### config.mk
export PLATFORM = sky130hd
export DESIGN_NAME = guess_round_controller
export DESIGN_NICKNAME = d
export VERILOG_FILES = /design/src/rtl/guess_game_pkg.sv /design/src/rtl/guess_round_controller_bcd3_compare.sv /design/src/rtl/guess_round_controller.sv
export SDC_FILE = /design/constraint.sdc
export NUM_CORES = 1
export LEC_CHECK = 0
export BUFFER_PORTS_ARGS = -buffer_cell sky130_fd_sc_hd__buf_2
export CAP_MARGIN = 10
export CORE_MARGIN = 1.5
export CORE_UTILIZATION = 40
export CTS_BUF_LIST = sky130_fd_sc_hd__clkbuf_8
export CTS_CLUSTER_DIAMETER = 150
export DETAILED_ROUTE_END_ITERATION = 8
export GPL_TIMING_DRIVEN = 0
export PLACE_DENSITY = 0.68
export SKIP_LAST_GASP = 1
export SLEW_MARGIN = 10
export SYNTH_ARGS = -nofsm -noshare
export SYNTH_HDL_FRONTEND = slang
export SYNTH_SLANG_ARGS = --single-unit
### constraint.sdc
create_clock -name clk -period 3.8 [get_ports clk]
set_input_delay 0.19 -clock clk [delete_from_list [all_inputs] [get_ports clk]]
set_output_delay 0.19 -clock clk [all_outputs]
set_load 0.01 [all_outputs]
### src/rtl/guess_game_pkg.sv
// Shared types and constants for the number-guessing game controller.
package guess_game_pkg;

    typedef enum logic [2:0] {
        ST_IDLE  = 3'd0,
        ST_LOAD  = 3'd1,
        ST_GUESS = 3'd2,
        ST_CHECK = 3'd3,
        ST_DONE  = 3'd4
    } game_state_t;

    typedef logic [3:0] bcd_digit_t;

    localparam logic [1:0] LEVEL_NONE = 2'b00;
    localparam logic [1:0] LEVEL_1DIG = 2'b01;
    localparam logic [1:0] LEVEL_2DIG = 2'b10;
    localparam logic [1:0] LEVEL_3DIG = 2'b11;

    localparam int ROUNDS_PER_LEVEL = 3;

    // Digit count for a round: three rounds per level, round 0 means no game.
    function automatic logic [1:0] round_to_level(input logic [3:0] r);
        if (r == 4'd0)
            return LEVEL_NONE;
        else if (int'(r) <= ROUNDS_PER_LEVEL)
            return LEVEL_1DIG;
        else if (int'(r) <= 2 * ROUNDS_PER_LEVEL)
            return LEVEL_2DIG;
        else
            return LEVEL_3DIG;
    endfunction

endpackage

### src/rtl/guess_round_controller_bcd3_compare.sv
// Combinational 3-digit BCD compare of a guess (a) against a target (b).
// With GUESS_HINT_EN undefined the magnitude compare is dropped and gt is 0.
module bcd3_compare
    import guess_game_pkg::*;
(
    input  bcd_digit_t a3,
    input  bcd_digit_t a2,
    input  bcd_digit_t a1,
    input  bcd_digit_t b3,
    input  bcd_digit_t b2,
    input  bcd_digit_t b1,
    output logic       eq,
    output logic       gt,
    output logic       invalid
);

    // Equality, guess validity and (optionally) lexicographic greater-than.
    always_comb begin
        eq      = ({a3, a2, a1} == {b3, b2, b1});
        invalid = (a3 > 4'd9) || (a2 > 4'd9) || (a1 > 4'd9);
`ifdef GUESS_HINT_EN
        gt = (a3 > b3) ||
             ((a3 == b3) && ((a2 > b2) || ((a2 == b2) && (a1 > b1))));
`else
        gt = 1'b0;
`endif
    end

endmodule

### src/rtl/guess_round_controller.sv
// Round sequencing controller for the number-guessing game.
// Optional feature: define GUESS_HINT_EN to enable too_high/too_low hints.
// Handshake: a guess transfers on a rising edge where guess_valid && guess_ready;
// guess_ready is high only in GUESS, so at most one guess every two cycles.
module guess_round_controller
    import guess_game_pkg::*;
#(
    parameter int MAX_ATTEMPTS = 5,
    parameter int NUM_ROUNDS   = 9,
    parameter int LOAD_WAIT    = 2
) (
    input  logic        clk,
    input  logic        reset,
    input  logic        start,
    input  logic        guess_valid,
    input  logic [3:0]  guess_digit_3,
    input  logic [3:0]  guess_digit_2,
    input  logic [3:0]  guess_digit_1,
    input  logic [3:0]  target_digit_3,
    input  logic [3:0]  target_digit_2,
    input  logic [3:0]  target_digit_1,
    output logic [1:0]  Max_digit,
    output logic [3:0]  round,
    output logic        guess_ready,
    output logic        correct,
    output logic        too_high,
    output logic        too_low,
    output logic        bad_guess,
    output logic [3:0]  attempts_left,
    output logic [3:0]  score,
    output logic        busy,
    output logic        game_won,
    output logic        game_over,
    output game_state_t state_dbg
);

    localparam int         CW         = (LOAD_WAIT > 1) ? $clog2(LOAD_WAIT) : 1;
    localparam logic [CW-1:0] LOAD_LAST = CW'(LOAD_WAIT - 1);
    localparam logic [3:0] ATT_INIT   = 4'(MAX_ATTEMPTS);
    localparam logic [3:0] ROUND_LAST = 4'(NUM_ROUNDS);

    game_state_t   state, state_n;
    logic [CW-1:0] load_cnt, load_cnt_n;
    bcd_digit_t    g3, g2, g1, g3_n, g2_n, g1_n;
    logic [3:0]    round_n, att_n, score_n;
    logic [1:0]    max_n;
    logic          correct_n, high_n, low_n, bad_n, won_n, over_n;

    bcd_digit_t    ca3, ca2, ca1, cb3, cb2, cb1;
    logic          cmp_eq, cmp_gt, cmp_invalid;

    // Digits above the current level compare as zero on both sides.
    always_comb begin
        ca3 = (Max_digit == LEVEL_3DIG) ? g3 : 4'd0;
        ca2 = Max_digit[1] ? g2 : 4'd0;
        ca1 = g1;
        cb3 = (Max_digit == LEVEL_3DIG) ? target_digit_3 : 4'd0;
        cb2 = Max_digit[1] ? target_digit_2 : 4'd0;
        cb1 = target_digit_1;
    end

    bcd3_compare u_cmp (
        .a3      (ca3),
        .a2      (ca2),
        .a1      (ca1),
        .b3      (cb3),
        .b2      (cb2),
        .b1      (cb1),
        .eq      (cmp_eq),
        .gt      (cmp_gt),
        .invalid (cmp_invalid)
    );

`ifndef GUESS_HINT_EN
    logic hint_unused;
    assign hint_unused = cmp_gt;
`endif

    // Next-state and next-register computation for the game sequence.
    always_comb begin
        state_n    = state;
        load_cnt_n = load_cnt;
        g3_n       = g3;
        g2_n       = g2;
        g1_n       = g1;
        round_n    = round;
        max_n      = Max_digit;
        att_n      = attempts_left;
        score_n    = score;
        correct_n  = 1'b0;
        high_n     = 1'b0;
        low_n      = 1'b0;
        bad_n      = 1'b0;
        won_n      = game_won;
        over_n     = game_over;
        case (state)
            ST_IDLE, ST_DONE: begin
                if (start) begin
                    round_n    = 4'd1;
                    max_n      = round_to_level(4'd1);
                    score_n    = 4'd0;
                    att_n      = ATT_INIT;
                    won_n      = 1'b0;
                    over_n     = 1'b0;
                    load_cnt_n = '0;
                    state_n    = ST_LOAD;
                end
            end
            ST_LOAD: begin
                if (load_cnt == LOAD_LAST)
                    state_n = ST_GUESS;
                else
                    load_cnt_n = load_cnt + 1'b1;
            end
            ST_GUESS: begin
                if (guess_valid) begin
                    g3_n    = guess_digit_3;
                    g2_n    = guess_digit_2;
                    g1_n    = guess_digit_1;
                    state_n = ST_CHECK;
                end
            end
            ST_CHECK: begin
                if (cmp_invalid) begin
                    bad_n   = 1'b1;
                    state_n = ST_GUESS;
                end else if (cmp_eq) begin
                    correct_n = 1'b1;
                    score_n   = score + 4'd1;
                    if (round == ROUND_LAST) begin
                        won_n   = 1'b1;
                        state_n = ST_DONE;
                    end else begin
                        round_n    = round + 4'd1;
                        max_n      = round_to_level(round + 4'd1);
                        att_n      = ATT_INIT;
                        load_cnt_n = '0;
                        state_n    = ST_LOAD;
                    end
                end else begin
`ifdef GUESS_HINT_EN
                    high_n = cmp_gt;
                    low_n  = !cmp_gt;
`endif
                    att_n = attempts_left - 4'd1;
                    if (attempts_left == 4'd1) begin
                        over_n  = 1'b1;
                        state_n = ST_DONE;
                    end else begin
                        state_n = ST_GUESS;
                    end
                end
            end
            default: state_n = ST_IDLE;
        endcase
    end

    // State and datapath registers; reset dominates every other input.
    always_ff @(posedge clk) begin
        if (reset) begin
            state         <= ST_IDLE;
            load_cnt      <= '0;
            g3            <= 4'd0;
            g2            <= 4'd0;
            g1            <= 4'd0;
            round         <= 4'd0;
            Max_digit     <= LEVEL_NONE;
            attempts_left <= ATT_INIT;
            score         <= 4'd0;
            correct       <= 1'b0;
            too_high      <= 1'b0;
            too_low       <= 1'b0;
            bad_guess     <= 1'b0;
            game_won      <= 1'b0;
            game_over     <= 1'b0;
        end else begin
            state         <= state_n;
            load_cnt      <= load_cnt_n;
            g3            <= g3_n;
            g2            <= g2_n;
            g1            <= g1_n;
            round         <= round_n;
            Max_digit     <= max_n;
            attempts_left <= att_n;
            score         <= score_n;
            correct       <= correct_n;
            too_high      <= high_n;
            too_low       <= low_n;
            bad_guess     <= bad_n;
            game_won      <= won_n;
            game_over     <= over_n;
        end
    end

    // Status decoded directly from the state register.
    always_comb begin
        guess_ready = (state == ST_GUESS);
        busy        = (state == ST_LOAD) || (state == ST_GUESS) || (state == ST_CHECK);
        state_dbg   = state;
    end

endmodule

After elaboration in Yosys (flattened, before gate mapping)
Index checks and enable logic that the tools add are counted.
{ "op_classes": {"n_addsub": 4, "magnitude_cmp": 5, "n_eq_ne": 18, "muxes": 50, "bitwise": 1, "reduce_logical": 19} }
{ "op_table": {"columns": ["operator", "count"], "rows": [
  ["$mux W4", 15],
  ["$pmux W4 S2", 3],
  ["$mux W3", 7],
  ["$reduce_and A5 Y1", 4],
  ["$ne A2 B2 Y1 const B", 9],
  ["$mux W1", 14],
  ["$eq A12 B12 Y1", 1],
  ["$gt A4 B4 Y1 const B", 3],
  ["$mux W2", 6],
  ["$pmux W3 S4", 1],
  ["$add A4 B1 Y4 const B", 2],
  ["$reduce_and A4 Y1", 2],
  ["$eq A3 B2 Y1 const B", 2],
  ["$eq A4 B1 Y1 const B", 1],
  ["$eq A4 B4 Y1 const B", 1],
  ["$le A4 B2 Y1 const B", 1],
  ["$le A4 B3 Y1 const B", 1],
  ["$logic_not A4 Y1", 1],
  ["$logic_or A1 B1 Y1", 4],
  ["$pmux W1 S2", 2],
  ["$pmux W2 S2", 1],
  ["$reduce_or A2 Y1", 2],
  ["$sub A4 B1 Y4 const B", 1],
  ["$eq A3 B1 Y1 const B", 1],
  ["12 further kinds", 12]
]} }
{ "word_totals": {"reg_bits": 34, "in_bits": 28} }

Depth between registers and ports, before layout
Gate-level depths: netlist of run 1.
{ "depth": {"word_depth": 9, "mapped_depth": 7, "ltp_nobuf": 7} }

Modules after synthesis
A second synthesis of run 1 with hierarchy kept.
{ "unflattened": {"hier_cells": 232, "hier_area_um2": 1896.8} }
{ "modules_own_cells": {"columns": ["mod", "n_inst", "cells_each", "area_each_um2", "seq_area_each_um2"], "rows": [
  ["guess_round_controller", 1, 210, 1731.7, 680.7],
  ["bcd3_compare", 1, 22, 165.2, 0.0]
]} }

Worst setup path before layout of run 1
No wires, ideal clock.
{ "synth_path": {"path_type": "register to register", "startpoint": "reg state[0] (netlist: state_dbg[0])", "endpoint": "reg round[2]", "arrival_time_ps": 1693, "required_time_ps": 3683, "setup_slack_ps": 1989, "stages_incl_launch_ff": 7, "path_buffers": 0, "path_cell_list": "dfxtp_1 nand2b_1 nor2_1 and2_2 a31oi_4 o21bai_1 a32o_1"} }
{ "synth_via": {"elab_chain_len": 4, "elab_cells_between_ends": 11, "cone_classes": "eq/ne: 6; mux: 1; reduce/logical: 4"} }
{ "synth_rtl": {"columns": ["item", "line", "text"], "rows": [
  ["from (decl)", "guess_round_controller.sv:42", "game_state_t state, state_n;"],
  ["from (signal assigned)", "guess_round_controller.sv:177", "state <= state_n;"],
  ["$eq A3 B3 Y1 / $logic_not A3 Y1 (equally long branches)", "guess_round_controller.sv:96", "case (state)"],
  ["$reduce_or A2 Y1", "guess_round_controller.sv:96", null],
  ["$ne A2 B2 Y1 (no line) / $reduce_bool A2 Y1 (equally long branches)", null, null],
  ["$reduce_and A5 Y1 (no line)", null, null],
  ["to (signal assigned)", "guess_round_controller.sv:182", "round <= round_n;"],
  ["to (decl)", "guess_round_controller.sv:23", "output logic [3:0] round,"]
]} }
Several ways; a longest one is shown, not always the timed one.
A chain may end at the register's enable or synchronous reset.

Worst setup path after layout of run 1
{ "layout_path": {"startpoint": "reg state[0] (netlist: state_dbg[0])", "endpoint": "reg attempts_left[2]"} }
{ "layout_via": {"elab_chain_len": 4, "elab_cells_between_ends": 10, "cone_classes": "eq/ne: 5; mux: 1; reduce/logical: 4"} }
{ "layout_rtl": {"columns": ["item", "line", "text"], "rows": [
  ["$eq A3 B3 Y1 / $logic_not A3 Y1 (equally long branches)", "guess_round_controller.sv:96", null],
  ["$reduce_or A2 Y1", "guess_round_controller.sv:96", null],
  ["$ne A2 B2 Y1 (no line) / $reduce_bool A2 Y1 (equally long branches)", null, null],
  ["$reduce_and A4 Y1 (no line)", null, null],
  ["to (signal assigned)", "guess_round_controller.sv:184", "attempts_left <= att_n;"],
  ["to (decl)", "guess_round_controller.sv:29", "output logic [3:0] attempts_left,"]
]} }
Several ways; a longest one is shown, not always the timed one.

==> flow_summary.toml, run 1 <==
[sta]
hold_slack_ns = 0.137
rsz0062_at_grt = "no"
worstMarginPinSlew_ns = 0.720
relSlewSlack_pct = 51.8
clock.fmax_mhz = 476
drv_slew = 0
fin_worst_skew_ns = 0.00209
fin_crit_sh_pct = 55.3
fin_crit_ns = 2.10
hold_viol_final = 0
setup-violations-final = 0
tns_ns = 0

[min_path]
worstHoldPathCells = 3
hold_end = "g2[1]"
hp-start = "guess_digit_2[1]"
hold_class = "in -> reg"

[worst_setup_path]
worstPathCellList = "nand2b_1, or2_0, clkbuf_1, a31oi_1, o2111ai_1, a31o_1"
reg2reg_from = "state_dbg[0]"
reg2regPathDepth = 6
criticalPathCategory = "reg -> reg"
cp.required_ns = 3.98
cp-start-kind = "flip-flop"
crit_slowest_cell = "a31oi_1"
worst-path-max-fanout = 8
critical_path_arrival_ns = 2.28
cp_slowest_stage_delay_ns = 0.58
setup.worst_path.end_class = "flip-flop"
rr_endpoint = "attempts_left[2]"
timing.reg2reg.setup_slack_ns = 1.70

[synthesis]
synthDistinctLibCells = 45
yosysMostFrequentCell = "nand2_1"
synth_top_cell_by_area = "dfxtp_1"
ys_seq_area_share_pct = 38.1
syn_area_mm2 = 0.00179
synth_cells = 217
yosys.area.top_type_share_pct = 38.1
synth-edff-count = 0
yosys-top-cells-count = "37 x nand2_1, 34 x dfxtp_1, 23 x a21oi_1"
ys.flop_type = "dfxtp_1"
yosysWarnings = 0
syn_avg_cell_area_um2 = 8.23
synth_seq_cells = 34
yosys-top-cells-area = "dfxtp_1 38%, nand2_1 7.8%, a21oi_1 6.4%"
synthArstFlopShare_pct = 0

[route]
wl_met3_um = 194
via_per_inst = 5.09
antenna_left = 0
vias = 1664
drt_pass1_iterations = 4
drtIter0Drc = 68
drc = 0
routed-wl-met2_um = 1860
wl_um = 4070
maxUsedRoutingLayer = "met4"
wl_per_cell_um = 12.4
wl_met1_um = 1950

[cts]
cts_tree = "built"
postCtsHoldBufs = 0
ctsResizeCount = 0
insertion_delay_ns = 0.28
root_buffer = "clkbuf_8"
cts.sinks = 34
cts_made_buffers = 5
clk_pin_slew_ns = 0.07
cts.path.max_buffers = 2
cts_setup_buffers = 0
h-tree-depth = 2

[power_and_ir_drop]
ir_worst_vdd_mv = 0.182
intPower_mw = 0.619
swShare_pct = 31.8
p_clk_share_pct = 29.6
leakagePower_nw = 0.944
seqPwrFrac_pct = 45.5
pwr_density_cell_mw_per_mm2 = 415
p_sw_mw = 0.289
power.share.combinational_pct = 24.9
finalPower_mw = 0.909

[grt]
antenna_found_initial = 0
overflow = 0
globalRouteTotalUtil_pct = 17.2
grt_pass1_wl_um = 6760
grt_max_degree = 11
first_global_vias = 1453

[final_layout]
drive_gt1_share_pct = 24.0
diodes = 0
final_cells = 327
final_area_mm2 = 0.00219
fin_nets = 309
area_delta_synth_final_pct = 22.7

[placement]
place_area_mm2 = 0.00210
io_buffers = 49
hpwl_um = 3010
gp_congestion = 0.813
dpl.cell_count = 319

[die]
fp-row-count = 24
num_io_pins = 53
die_w_um = 69.8
core_area_mm2 = 0.00432
die_h_um = 69.8
initial_core_util_pct = 41.3
dieArea_mm2 = 0.00487

[outcome]
status = "complete, no violations"

[run]
max_cap_violations = 0
[flip-flops by register name, indices dropped and copies added, names as in the netlist]
signal / count
correct: 1
score: 4
Max_digit: 2
round: 4
attempts_left: 4
load_cnt: 1
game_won: 1
g2: 4
game_over: 1
ca1: 4
state_dbg: 3
g3: 4
bad_guess: 1
[worst max-delay path by stage]
stage                      start               end  slack (ns)  cells after the start
floorplan           state_dbg[0]          round[2]        1.99                      6
global placement    state_dbg[1]  attempts_left[2]        1.75                      6
detailed placement  state_dbg[0]  attempts_left[2]        1.72                      6
CTS                 state_dbg[0]  attempts_left[2]        1.70                      6
global route        state_dbg[0]      state_dbg[1]        1.45                      6
finish              state_dbg[0]  attempts_left[2]        1.70                      6
[power by group through the flow]
stage               combinational [mW]  clock [mW]  sequential [mW]
floorplan                        0.153           0            0.421
global placement                 0.224           0            0.420
detailed placement               0.225           0            0.421
CTS                              0.227       0.279            0.413
global route                     0.256       0.294            0.419
finish                           0.226       0.269            0.413
[metal layers]
metal	track usage, %	vias to the layer above
met5	0	-
met4	5.98	0
met3	4.07	5
met2	25.2	41
met1	24.6	762
li1	-	856
[through the flow]
step	util [%]	setup slack [ns]
CTS	50.7	1.70
detailed placement	48.6	1.72
finish	50.7	1.70
floorplan	-	1.99
global route	50.7	1.45
global placement	48.6	1.75
[logic make-up after synthesis]
family / Yosys count / synth area share (%)
muxes: 4 / 2.24
AOI/OAI and AO/OA: 47 / 17.6
buffers and inverters: 17 / 4.42
DFF: 34 / 38.1
xor gates and xnor gates: 17 / 8.34
and+or+nand+nor: 90 / 24.2
adders and majority gates: 7 / 4.91
other: 1 / 0.210
[critical path, delay by kind of cell, from the launching register on]
kind | cells | cell delay, ns
AO/OA/AOI/OAI | 3 | 0.99
AND/OR/NAND/NOR | 2 | 0.37
buffers and inverters | 1 | 0.18
flip-flops | 1 | 0.46
[cell usage in the layout (no fill, tap or decap), types with 2 or more instances in the layout]
cell type / Yosys / routed
buf_2: 0 / 49
nand2_1: 37 / 37
dfxtp_1: 34 / 34
a21oi_1: 23 / 23
nor2_1: 19 / 19
xor2_1: 9 / 9
inv_1: 7 / 8
xnor2_1: 8 / 8
clkbuf_1: 7 / 7
ha_1: 7 / 7
nor3_1: 6 / 6
clkbuf_8: 0 / 6
o21ai_0: 5 / 5
and3_1: 5 / 5
mux2i_1: 4 / 4
nand3_1: 4 / 4
a31oi_1: 3 / 3
o21a_1: 3 / 3
or3_1: 3 / 3
nor4_1: 2 / 2
nand2b_1: 2 / 2
o2111ai_1: 2 / 2
nor3b_1: 2 / 2
buf_4: 2 / 2
conb_1: 1 / 2
[layout make-up]
cell class / count / area [µm²]
timing repair buffer: 49 / 245
sequential: 34 / 681
tap: 52 / 65.1
inverter: 7 / 26.3
multi-input combinational: 167 / 1030
clock buffer: 6 / 82.6
clock inverter: 2 / 8.76
buffer: 10 / 52.6
fill: 449 / 2130
Power figures use the tool's default switching activity.
==> run 2: changes to the inputs <==
--- a/config.mk
+++ b/config.mk
@@ -5,6 +5,7 @@
 export SDC_FILE = /design/constraint.sdc
 export NUM_CORES = 1
 export LEC_CHECK = 0
+export ABC_AREA = 1
 export BUFFER_PORTS_ARGS = -buffer_cell sky130_fd_sc_hd__buf_2
 export CAP_MARGIN = 10
 export CORE_MARGIN = 1.5
@@ -13,7 +14,7 @@
 export CTS_CLUSTER_DIAMETER = 150
 export DETAILED_ROUTE_END_ITERATION = 8
 export GPL_TIMING_DRIVEN = 0
-export PLACE_DENSITY = 0.68
+export PLACE_DENSITY = 0.67
 export SKIP_LAST_GASP = 1
 export SLEW_MARGIN = 10
 export SYNTH_ARGS = -nofsm -noshare
==> constraint.sdc (replaced) <==
create_clock -name clk -period 2.1 [get_ports clk]
set_input_delay 0.105 -clock clk [delete_from_list [all_inputs] [get_ports clk]]
set_output_delay 0.105 -clock clk [all_outputs]
set_load 0.01 [all_outputs]
==> run 2 against run 1 <==
  * Clock skew rose by 0.0030 ns
  * Flip-flop and latch count did not move
  * First-iteration DRC count rose by 37%
  * Sequential share of layout area fell by 4.3 points
  * Clock power rose by 86%
  * Area after synthesis rose by 18%
  * Largest cell class unchanged
  * Final cell count rose by 40%
==> flow_summary.toml, run 2 <==
[synthesis]
synth_cells = 331
syn_avg_cell_area_um2 = 6.38
synth-edff-count = 0
synth_top_cell_by_area = "dfxtp_1"
yosys.area.top_type_share_pct = 32.2
yosys-top-cells-area = "dfxtp_1 32%, nand2_1 15%, inv_1 8.2%"
yosysWarnings = 0
yosysMostFrequentCell = "nand2_1"
synthDistinctLibCells = 31
yosys-top-cells-count = "83 x nand2_1, 46 x inv_1, 35 x nor2_1"
synth_seq_cells = 34
ys_seq_area_share_pct = 32.2
syn_area_mm2 = 0.00211
ys.flop_type = "dfxtp_1"
synthArstFlopShare_pct = 0

[grt]
globalRouteTotalUtil_pct = 18.9
grt_max_degree = 11
grt_pass1_wl_um = 8200
first_global_vias = 1873
overflow = 0
antenna_found_initial = 0

[sta]
fin_worst_skew_ns = 0.00513
fin_crit_ns = 1.67
hold_viol_final = 0
fin_crit_sh_pct = 79.4
hold_slack_ns = 0.0892
fin_ws_ns = 0.433
relSlewSlack_pct = 65.3
clock.fmax_mhz = 600
drv_slew = 0
worstMarginPinSlew_ns = 0.520
setup-violations-final = 0
tns_ns = 0
rsz0062_at_grt = "no"

[placement]
io_buffers = 49
pre_cts_ws_ns = 0.468
gp_congestion = 0.834
hpwl_um = 3770

[cts]
insertion_delay_ns = 0.29
h-tree-depth = 2
cts.path.max_buffers = 2
root_buffer = "clkbuf_8"
cts_tree = "built"
cts.sinks = 34
cts_setup_buffers = 0
cts_made_buffers = 5
clk_pin_slew_ns = 0.07
ctsResizeCount = 0
postCtsHoldBufs = 0

[route]
drt_pass1_iterations = 4
drc = 0
wl_per_cell_um = 10.6
via_per_inst = 4.61
antenna_left = 0
drtIter0Drc = 93
wl_um = 4880
vias = 2115

[outcome]
status = "complete, no violations"

[worst_setup_path]
criticalPathCategory = "reg -> reg"
crit_start = "round[0]"
worst-path-stages = 10
reg2regPathDepth = 10
worstPathCellList = "ha_1, nand2_1, nor2_1, nand2_1, nand2_1, inv_2, nand2_4, inv_2, nor2_1, nor2_2"
worst-path-max-fanout = 7
rr_endpoint = "Max_digit[0]"
reg2reg_from = "round[0]"
crit_slowest_cell = "dfxtp_1"
crit_family = "simple AND/OR/NAND/NOR gates"
cp.buffers_inverters = 2
cp-start-kind = "flip-flop"
timing.reg2reg.setup_slack_ns = 0.43
cp_slowest_stage_delay_ns = 0.47
critical_path_arrival_ns = 1.85
setup.worst_path.end_class = "flip-flop"
crit_end = "Max_digit[0]"
path_common_cell = "nand2_1"
cp.required_ns = 2.29

[final_layout]
fill_cells = 542
seqCellArea_um2 = 681
multi_input_comb_area_mm2 = 0.00118
diodes = 0
final_cell_mix = "83 x nand2_1, 50 x buf_2, 47 x inv_1"
area_delta_synth_final_pct = 20.2
fin_nets = 423
drive_gt1_share_pct = 23.1
final_common_cell = "nand2_1"

[power_and_ir_drop]
pwr_density_cell_mw_per_mm2 = 999
ir_worst_vdd_mv = 0.429
leakagePower_nw = 1.29

[die]
dieArea_mm2 = 0.00573
core_area_mm2 = 0.00511
fp-row-count = 26
initial_core_util_pct = 41.4
num_io_pins = 53
die_w_um = 75.7
die_h_um = 75.7

[run]
max_cap_violations = 0

[min_path]
hold_class = "in -> reg"
==> run 2: changes by cell type after synthesis, sizes merged, moves of 5 or more <==
cell   before  now
nand2      37   89
o21ai       5   20
nand3       5   29
inv         7   54
xor2        9    3
nor2       19   45
nand4       0    5
xnor2       8    2
and3        5    0
==> run 2: how the worst min path moves through the flow <==
| stage | start | to | slack, ns | depth (start not counted) |
|---|---|---|---|---|
| floorplan | guess_digit_1[0] | ca1[0] | 0.28 | 2 |
| global placement | guess_digit_1[0] | ca1[0] | 0.38 | 3 |
| detailed placement | guess_digit_1[0] | ca1[0] | 0.38 | 3 |
| CTS | guess_digit_1[0] | ca1[0] | 0.08 | 3 |
| global route | guess_valid | state_dbg[1] | 0.12 | 4 |
| finish | guess_digit_1[0] | ca1[0] | 0.09 | 3 |
==> run 2: kinds of logic after synthesis <==
family	count (synthesis)	synth area share, %
AND/OR/NAND/NOR	177	38.7
buffers and inverters	63	12.1
AO/OA/AOI/OAI	44	10.5
flip-flops	34	32.2
adder cells (fa/ha/maj)	7	4.14
XOR/XNOR	5	2.07
other	1	0.177
==> run 2: layout make-up <==
class                   count  share of cell area (%)
plain buffers               9                    2.12
clock buffers               6                    3.25
clock inverters             2                   0.345
inverters                  54                    7.98
multi-input cells         235                    46.4
flip-flops and latches     34                    26.8
well taps                  70                    3.45
repair buffers             49                    9.65
==> run 2: through the flow <==
stage | power [mW] | utilization [%] | std cells | instance area, µm²
6_report | 2.54 | 49.8 | 459 | 2540
3_5_place_dp | 2.05 | 48.0 | 451 | 2450
4_1_cts | 2.56 | 49.8 | 459 | 2540
2_1_floorplan | 1.74 | - | 332 | 2120
5_1_grt | 2.78 | 49.8 | 459 | 2540
3_3_place_gp | 2.03 | 48.0 | 451 | 2450
==> run 2: power breakdown <==
part / leakage [nW] / internal (mW) / total (mW) / switching, mW
clock network: 0.0524 / 0.260 / 0.500 / 0.241
registers: 0.277 / 0.780 / 0.930 / 0.149
logic: 0.956 / 0.421 / 1.11 / 0.686
total: 1.29 / 1.46 / 2.54 / 1.08
==> run 2: per-layer routing <==
layer | global-route usage, % | vias up | part of all wire, %
met3 | 4.50 | 6 | 4.2
met5 | 0 | - | 0
met2 | 31.7 | 42 | 45
met4 | 6.35 | 0 | 1.4
li1 | - | 1148 | -
met1 | 23.8 | 919 | 50
==> run 2: tightest hold or removal path, cell delays in order <==
cell	delay, ns
buf_2	0.08
o21ai_1	0.06
a21oi_1	0.10
